$ cat src/rtl/mips_pkg.sv
// Shared definitions for the pipeline datapath: ALU opcodes, register-number width
// and the operand-forwarding select encoding.
package mips_pkg;

  localparam int REG_AW = 5;
  localparam int ALU_CW = 3;

  localparam logic [ALU_CW-1:0] ALU_ADD = 3'b010;
  localparam logic [ALU_CW-1:0] ALU_SUB = 3'b110;
  localparam logic [ALU_CW-1:0] ALU_AND = 3'b000;
  localparam logic [ALU_CW-1:0] ALU_OR  = 3'b001;
  localparam logic [ALU_CW-1:0] ALU_SLT = 3'b111;

  typedef enum logic [1:0] {
    FWD_RF  = 2'd0,
    FWD_MEM = 2'd1,
    FWD_WB  = 2'd2
  } fwd_sel_t;

endpackage

$ cat src/rtl/forward_unit.sv
// Combinational operand-forwarding select for the two EX source registers.
// EX/MEM is checked first so the youngest in-flight value wins; register 0 never forwards.
module forward_unit #(
  parameter int REG_AW = 5
) (
  input  logic [REG_AW-1:0] rs,
  input  logic [REG_AW-1:0] rt,
  input  logic              exmem_reg_write,
  input  logic [REG_AW-1:0] exmem_wa,
  input  logic              memwb_reg_write,
  input  logic [REG_AW-1:0] memwb_wa,
  output mips_pkg::fwd_sel_t fwd_a,
  output mips_pkg::fwd_sel_t fwd_b
);
  import mips_pkg::*;

  logic [REG_AW-1:0] src_reg [2];
  fwd_sel_t          sel     [2];

  assign src_reg[0] = rs;
  assign src_reg[1] = rt;

  for (genvar gi = 0; gi < 2; gi++) begin : g_src
    assign sel[gi] = (exmem_reg_write && (exmem_wa != '0) && (exmem_wa == src_reg[gi])) ? FWD_MEM :
                     (memwb_reg_write && (memwb_wa != '0) && (memwb_wa == src_reg[gi])) ? FWD_WB  :
                                                                                           FWD_RF;
  end

  assign fwd_a = sel[0];
  assign fwd_b = sel[1];

endmodule

$ cat src/rtl/id_ex_stage.sv
// ID/EX pipeline register with load-use hazard detection and EX-side operand forwarding.
// Flush or hazard loads a bubble; forwarded operands are combinational after the register.
module id_ex_stage #(
  parameter int DATA_WIDTH = 32,
  parameter int REG_AW     = 5,
  parameter int ALU_CW     = 3
) (
  input  logic                  clk,
  input  logic                  rst,
  input  logic                  flush,
  input  logic                  id_valid,
  input  logic [REG_AW-1:0]     id_rs,
  input  logic [REG_AW-1:0]     id_rt,
  input  logic [REG_AW-1:0]     id_rd,
  input  logic                  id_uses_rt,
  input  logic [DATA_WIDTH-1:0] id_rd1,
  input  logic [DATA_WIDTH-1:0] id_rd2,
  input  logic [DATA_WIDTH-1:0] id_imm,
  input  logic [ALU_CW-1:0]     id_alu_ctrl,
  input  logic                  id_alu_src,
  input  logic                  id_reg_dst,
  input  logic                  id_reg_write,
  input  logic                  id_mem_read,
  input  logic                  id_mem_write,
  input  logic                  id_mem_to_reg,
  input  logic                  id_branch,
  input  logic                  exmem_reg_write,
  input  logic [REG_AW-1:0]     exmem_wa,
  input  logic [DATA_WIDTH-1:0] exmem_result,
  input  logic                  memwb_reg_write,
  input  logic [REG_AW-1:0]     memwb_wa,
  input  logic [DATA_WIDTH-1:0] memwb_result,
  output logic                  stall,
  output logic [DATA_WIDTH-1:0] alu_a,
  output logic [DATA_WIDTH-1:0] alu_b,
  output logic [ALU_CW-1:0]     alu_ctrl,
  output logic [DATA_WIDTH-1:0] store_data,
  output logic [REG_AW-1:0]     ex_wa,
  output logic                  ex_valid,
  output logic                  ex_reg_write,
  output logic                  ex_mem_read,
  output logic                  ex_mem_write,
  output logic                  ex_mem_to_reg,
  output logic                  ex_branch
);
  import mips_pkg::*;

  logic                  valid_q, valid_d;
  logic [REG_AW-1:0]     rs_q, rs_d, rt_q, rt_d, wa_q, wa_d;
  logic [DATA_WIDTH-1:0] rd1_q, rd1_d, rd2_q, rd2_d, imm_q, imm_d;
  logic [ALU_CW-1:0]     alu_ctrl_q, alu_ctrl_d;
  logic                  alu_src_q, alu_src_d;
  logic                  reg_write_q, reg_write_d, mem_read_q, mem_read_d;
  logic                  mem_write_q, mem_write_d, mem_to_reg_q, mem_to_reg_d;
  logic                  branch_q, branch_d;

  logic                  hazard;
  fwd_sel_t              fwd_a, fwd_b;
  logic [DATA_WIDTH-1:0] fwd_a_val, fwd_b_val;

  // The load's destination is only known once it sits in EX, so the stall is raised here.
  assign hazard = valid_q && mem_read_q && (wa_q != '0) && id_valid &&
                  ((wa_q == id_rs) || (id_uses_rt && (wa_q == id_rt)));
  assign stall  = hazard && !flush;

  always_comb begin
    valid_d      = id_valid;
    rs_d         = id_rs;
    rt_d         = id_rt;
    wa_d         = id_reg_dst ? id_rd : id_rt;
    rd1_d        = id_rd1;
    rd2_d        = id_rd2;
    imm_d        = id_imm;
    alu_ctrl_d   = id_alu_ctrl;
    alu_src_d    = id_alu_src;
    reg_write_d  = id_reg_write;
    mem_read_d   = id_mem_read;
    mem_write_d  = id_mem_write;
    mem_to_reg_d = id_mem_to_reg;
    branch_d     = id_branch;
    if (flush || hazard) begin
      valid_d      = 1'b0;
      rs_d         = '0;
      rt_d         = '0;
      wa_d         = '0;
      rd1_d        = '0;
      rd2_d        = '0;
      imm_d        = '0;
      alu_ctrl_d   = '0;
      alu_src_d    = 1'b0;
      reg_write_d  = 1'b0;
      mem_read_d   = 1'b0;
      mem_write_d  = 1'b0;
      mem_to_reg_d = 1'b0;
      branch_d     = 1'b0;
    end
  end

  always_ff @(posedge clk or posedge rst) begin
    if (rst) begin
      valid_q      <= 1'b0;
      rs_q         <= '0;
      rt_q         <= '0;
      wa_q         <= '0;
      rd1_q        <= '0;
      rd2_q        <= '0;
      imm_q        <= '0;
      alu_ctrl_q   <= '0;
      alu_src_q    <= 1'b0;
      reg_write_q  <= 1'b0;
      mem_read_q   <= 1'b0;
      mem_write_q  <= 1'b0;
      mem_to_reg_q <= 1'b0;
      branch_q     <= 1'b0;
    end else begin
      valid_q      <= valid_d;
      rs_q         <= rs_d;
      rt_q         <= rt_d;
      wa_q         <= wa_d;
      rd1_q        <= rd1_d;
      rd2_q        <= rd2_d;
      imm_q        <= imm_d;
      alu_ctrl_q   <= alu_ctrl_d;
      alu_src_q    <= alu_src_d;
      reg_write_q  <= reg_write_d;
      mem_read_q   <= mem_read_d;
      mem_write_q  <= mem_write_d;
      mem_to_reg_q <= mem_to_reg_d;
      branch_q     <= branch_d;
    end
  end

  forward_unit #(.REG_AW(REG_AW)) u_fwd (
    .rs              (rs_q),
    .rt              (rt_q),
    .exmem_reg_write (exmem_reg_write),
    .exmem_wa        (exmem_wa),
    .memwb_reg_write (memwb_reg_write),
    .memwb_wa        (memwb_wa),
    .fwd_a           (fwd_a),
    .fwd_b           (fwd_b)
  );

  always_comb begin
    fwd_a_val = rd1_q;
    fwd_b_val = rd2_q;
    case (fwd_a)
      FWD_MEM: fwd_a_val = exmem_result;
      FWD_WB:  fwd_a_val = memwb_result;
      default: fwd_a_val = rd1_q;
    endcase
    case (fwd_b)
      FWD_MEM: fwd_b_val = exmem_result;
      FWD_WB:  fwd_b_val = memwb_result;
      default: fwd_b_val = rd2_q;
    endcase
  end

  assign alu_a         = fwd_a_val;
  assign alu_b         = alu_src_q ? imm_q : fwd_b_val;
  assign store_data    = fwd_b_val;
  assign alu_ctrl      = alu_ctrl_q;
  assign ex_wa         = wa_q;
  assign ex_valid      = valid_q;
  assign ex_reg_write  = reg_write_q;
  assign ex_mem_read   = mem_read_q;
  assign ex_mem_write  = mem_write_q;
  assign ex_mem_to_reg = mem_to_reg_q;
  assign ex_branch     = branch_q;

endmodule
$ cat config.mk
export PLATFORM = sky130hd
export DESIGN_NAME = id_ex_stage
export DESIGN_NICKNAME = d
export VERILOG_FILES = /design/src/rtl/mips_pkg.sv /design/src/rtl/forward_unit.sv /design/src/rtl/id_ex_stage.sv
export SDC_FILE = /design/constraint.sdc
export NUM_CORES = 1
export LEC_CHECK = 0
export ABC_CLOCK_PERIOD_IN_PS = 4800
export BUFFER_PORTS_ARGS = -buffer_cell sky130_fd_sc_hd__buf_2
export CORE_MARGIN = 4
export CORE_UTILIZATION = 47
export CTS_CLUSTER_DIAMETER = 60
export DETAILED_ROUTE_END_ITERATION = 6
export PLACE_DENSITY = 0.81
export SYNTH_ARGS = -nofsm -noshare
export SYNTH_HDL_FRONTEND = slang
export SYNTH_SLANG_ARGS = --single-unit
export TNS_END_PERCENT = 100
$ cat constraint.sdc
create_clock -name clk -period 4.8 [get_ports clk]
set_input_delay 0.96 -clock clk [delete_from_list [all_inputs] [get_ports clk]]
set_output_delay 0.96 -clock clk [all_outputs]
set_load 0.01 [all_outputs]
==> Yosys cells after proc, flatten, opt, wreduce, memory -nomap -nowiden <==
Index checks and enable logic that the tools add are counted.
{ "totals": {"ff_bits": 121, "in_bits": 202, "output_inout_bits": 111, "wordCells": 64} }
{ "op_classes": {"eq_ne": 10, "n_mux": 22, "n_reduce_logical": 18} }
{ "ops": {"columns": ["cell", "count"], "rows": [
  ["two-way mux 32 bit", 4],
  ["one-hot mux 32 bit (2 select lines)", 2],
  ["equality test 5 bit", 6],
  ["two-way mux 5 bit", 4],
  ["nonzero test 5 bit", 3],
  ["logical AND 1 bit", 12],
  ["two-way mux 2 bit", 4],
  ["two-way mux 1 bit", 7],
  ["equality test 2 x 1 -> 1 bit, second input constant", 2],
  ["equality test 2 bit, second input constant", 2],
  ["two-way mux 3 bit", 1],
  ["logical OR 1 bit", 2],
  ["zero test 1 bit", 1]
]} }

==> Depth between registers and ports, before layout <==
{ "depth": {"word_depth": 8, "depth_mapped": 8, "depth_no_buf": 5} }

==> Hierarchy <==
A second synthesis with hierarchy kept.
{ "hier_totals": {"hier_cells": 720, "area_unflattened_um2": 6622.6} }
{ "modules_own_cells": {"columns": ["mod", "instances", "cells_each", "area_per_inst_um2", "seq_area_each_um2"], "rows": [
  ["id_ex_stage", 1, 686, 6352.3, 3027.9],
  ["forward_unit", 1, 34, 270.3, 0.0]
]} }

==> Least setup slack after synthesis <==
Ideal clock, no wire load.
{ "synth_timing": {"path_kind": "input -> output", "start": "input port memwb_wa[0]", "end": "output port alu_b[10]", "arrival_ps": 2518, "required_ps": 3840, "path_slack_ps": 1322, "cell_stages": 6, "path_cell_list": "or4_1 > o21ai_1 > nor4_4 > buf_2 > mux2i_1 > a221oi_2"} }
{ "synth_via": {"elab_chain_len": 8} }
{ "synth_lines": {"columns": ["element", "line", "source"], "rows": [
  ["start: declaration", "id_ex_stage.sv:31", "input logic [REG_AW-1:0] memwb_wa,"],
  ["nonzero test 5 bit", "forward_unit.sv:25", "(memwb_reg_write && (memwb_wa != '0) && (memwb_wa == src_reg[gi])) ? FWD_WB :"],
  ["logical AND 1 bit", "forward_unit.sv:25", null],
  ["logical AND 1 bit (*)", "forward_unit.sv:25", null],
  ["two-way mux 2 bit (*)", "forward_unit.sv:25", null],
  ["two-way mux 2 bit (*)", "forward_unit.sv:24", "assign sel[gi] = (exmem_reg_write && (exmem_wa != '0) && (exmem_wa == src_reg[gi])) ? FWD_MEM :"],
  ["equality test 2 bit / equality test 2 x 1 -> 1 bit (equally long branches)", "id_ex_stage.sv:152", "case (fwd_b)"],
  ["one-hot mux 32 bit (2 select lines) (*)", "id_ex_stage.sv:152", null],
  ["two-way mux 32 bit (*)", "id_ex_stage.sv:160", "assign alu_b = alu_src_q ? imm_q : fwd_b_val;"],
  ["end: declaration", "id_ex_stage.sv:35", "output logic [DATA_WIDTH-1:0] alu_b,"]
]} }
Mark *: on every way between the ends. The rest lies on a longest branch, timed or not.

==> Worst setup path in the final report <==
{ "layout_timing": {"start": "input port memwb_wa[0]", "end": "output port alu_b[8]"} }
Same word-level chain as after synthesis.

==> impl_metrics.csv <==
group,metric,value,unit
run_status,status,"finished clean",
global_routing,grt_pass1_vias,6036,
logic_synthesis,ys_types,25,
cells_and_area,mostFrequentLayoutCells,"312 x buf_2, 120 x dfrtp_1, 116 x and2_1, 69 x mux2i_1, 35 x nand2_1",
run,max-cap-violations,0,
power,p_sw,0.000699,W
die,dieArea,15600,sq um
cells_and_area,drive_gt1_frac,0.413,
logic_synthesis,synth_area_leaders,"dfrtp_1 47%, and2_1 11%, mux2i_1 11%, a221oi_2 7.0%, xnor2_1 3.0%",
logic_synthesis,synthXorXnorAreaFrac,0.0408,
setup_path,critPathLaunchType,"input pin",
setup_path,path_class,"input pin to output pin",
cells_and_area,top_regs,"imm_q: 32 flops, rd1_q: 32 flops, rd2_q: 32 flops",
sta,hold_slack,706,ps
cells_and_area,fillCellCount,1105,
setup_path,arrival,3100,ps
die,rows,42,
logic_synthesis,synth-adder-area-share,0,
placement,hpwl,14500,um
routing,drc,0,
sta,setup-tns-final,0,ps
global_routing,grt_max_degree,97,
power,ir_drop,0.000254,V
sta,min_period,4060,ps
clock_network,cts_buffer_depth,2,
die,die_h,125,um
sta,clock.fmax,246,MHz
logic_synthesis,ys_seq_elements,121,
sta,final_hold_viol_count,0,
sta,fin_crit_sh,0.847,
power,pwr-share-clk,0.427,
clock_network,cts.sinks,121,
logic_synthesis,yosys.area_share.simple,0.201,
global_routing,track_usage,0.247,
routing,wl_per_cell,17.5,um
placement,dp.cells,1090,
cells_and_area,final_common_cell,"buf_2",
routing,dr_total_vias,5862,
logic_synthesis,synth-compound-area-share,0.127,
power,combPwrFrac,0.169,
global_routing,overflow,0,
sta,max_slew_margin,0.356,
routing,routed_wl,19700,um
clock_network,post-cts-setup-buffers,0,
cells_and_area,fin_util,0.653,
setup_path,cp_top_family,"compound AO/OA/AOI/OAI gates",
sta,tightest_slew,963,ps
logic_synthesis,netlist.area_leader.share,0.470,
logic_synthesis,yosysSeqAreaShare,0.470,
clock_network,tritoncts,"built",
setup_path,critPathMaxFanout,32,
power,cellInternalPower,0.00203,W
setup_path,r2r_setup_slack,2530,ps
cells_and_area,synthToLayoutAreaGrowth,35.5,%
setup_path,crit_path_frequent_cell,"buf_2",
clock_network,cts-root-buf,"clkbuf_16",
logic_synthesis,syn_inst,639,
setup_path,cp_cell_sequence,"buf_2 -> or4_1 -> o21ai_1 -> nor4_4 -> buf_4 -> mux2i_1 -> a221oi_2 -> buf_2",
setup_path,crit_path_top_delay_cell,"or4_1",
sta,rsz0062_at_grt,"false",
clock_network,holdBufCountCts,0,
placement,port_buffers,312,
sta,drv_slew,0,
routing,ant_nets,0,
power,p_per_area,313,nW/um^2
global_routing,grt_pass1_wl,30600,um
power,p_seq_frac,0.404,
cells_and_area,postLayoutCellArea,8720,sq um
cells_and_area,fin_cells,1122,
die,core,13300,sq um
die,ios,313,
clock_network,cts_max_level,4,
placement,gp_congestion,0.915,
clock_network,post_cts_resize_count,0,
setup_path,crit_required,3840,ps
die,die_x,125,um
logic_synthesis,ys_warn_count,0,
routing,drt_first_pass_iters,7,
routing,avgViaCountPerCell,5.22,
setup_path,slowest_delay,510,ps
clock_network,cts.clk_slew.worst_paths,50,ps
worst_hold_path,hold_path.class,"input pin to asynchronous set/reset pin",
global_routing,grt.met2_usage,0.434,
placement,placedInstanceArea,8170,sq um
logic_synthesis,yosysTopAreaCell,"dfrtp_1",
logic_synthesis,synth_area_per_cell,10.1,sq um
routing,first_iter_violations,214,
sta,skew,5.79,ps
global_routing,grt_util_met1,0.260,
die,start_util,0.482,
sta,setup_viol,0,
power,leakagePower,4.20,nW
setup_path,end_kind,"output pin",
logic_synthesis,muxShareOfSynthArea,0.107,
power,p_sw_frac,0.256,
global_routing,antenna_found_initial,5,
clock_network,numCtsBuffers,17,
cells_and_area,nNetsFinal,1135,
setup_path,path_buf_inv,3,
global_routing,grt.busiest_layer,"met2",
clock_network,clk_latency,400,ps
logic_synthesis,syn-cell-area,6440,sq um
logic_synthesis,synth.net_count,841,
logic_synthesis,synth_top_family_by_area,"simple AND/OR/NAND/NOR gates",
global_routing,use_met3,0.0797,
## through the flow
| step | setup slack [ps] | power [W] |
|---|---|---|
| floorplan | 626 | 0.00136 |
| global placement | 794 | 0.00157 |
| detailed placement | 765 | 0.00158 |
| CTS | 761 | 0.00275 |
| global route | 628 | 0.00284 |
| finish | 737 | 0.00273 |
## cell type report
| type | count | area (sq um) | share of cell area |
|---|---|---|---|
| Multi-Input combinational cell | 437 | 3100 | 0.356 |
| Clock inverter | 9 | 75.1 | 0.00861 |
| Clock buffer | 21 | 470 | 0.0539 |
| Sequential cell | 121 | 3030 | 0.347 |
| Inverter | 33 | 126 | 0.0145 |
| Tap cell | 176 | 220 | 0.0253 |
| Antenna cell | 2 | 5.00 | 0.000574 |
| Timing Repair Buffer | 323 | 1690 | 0.194 |
## worst reg2reg max path, stage by stage (launching register included)
cell and delay [ps]:
dfrtp_1 440, xnor2_1 160, nand4_1 90, o22ai_1 150, a21oi_4 790, buf_12 340
and2_1 230
## final timing paths
path                         startpoint           end  cells after the start
min reg2reg                 ex_mem_read      ex_wa[2]                      4
min                                 rst      imm_q[0]                      2
max reg2reg                    ex_wa[3]     rd1_q[31]                      6
max                         memwb_wa[0]      alu_b[8]                      8
max in group asynchronous           rst      imm_q[5]                      3
min in group clk           id_reg_write  ex_reg_write                      2
## synthesized netlist by cell type
cell and count:
buf_1 1, and2_1 116, nand2_1 35, xnor2_1 22, nor2b_1 6, o22ai_1 1, nand4_1 1, buf_4 1
nor2_1 34, xor2_1 8, nor4_2 2, clkbuf_1 34, buf_2 8, nor4_4 1, buf_6 4, nor3_1 33
a221oi_1 2, nand3_1 6, dfrtp_1 121, or4_1 3, o21ai_1 34, a221oi_2 30, inv_1 33, a21oi_1 34
mux2i_1 69
## cell families (layout without fill, tap and decap cells)
family / Yosys count / after routing
AOI/OAI and AO/OA: 101 / 101
DFF: 121 / 121
other: 0 / 2
and+or+nand+nor: 237 / 237
buffers and inverters: 81 / 386
xor gates and xnor gates: 30 / 30
muxes: 69 / 69
## power groups by stage
stage	sequential, W	combinational, W	clock (W)
floorplan	0.00111	0.000247	0
global placement	0.00112	0.000453	0
detailed placement	0.00112	0.000462	0
CTS	0.00110	0.000465	0.00118
global route	0.00111	0.000505	0.00123
finish	0.00110	0.000461	0.00116
## routing by layer
metal	vias up	part of all wire
met5	-	0.0013
met4	6	0.045
met3	74	0.084
met2	288	0.51
met1	2749	0.36
li1	2745	-
Power figures use the tool's default switching activity.
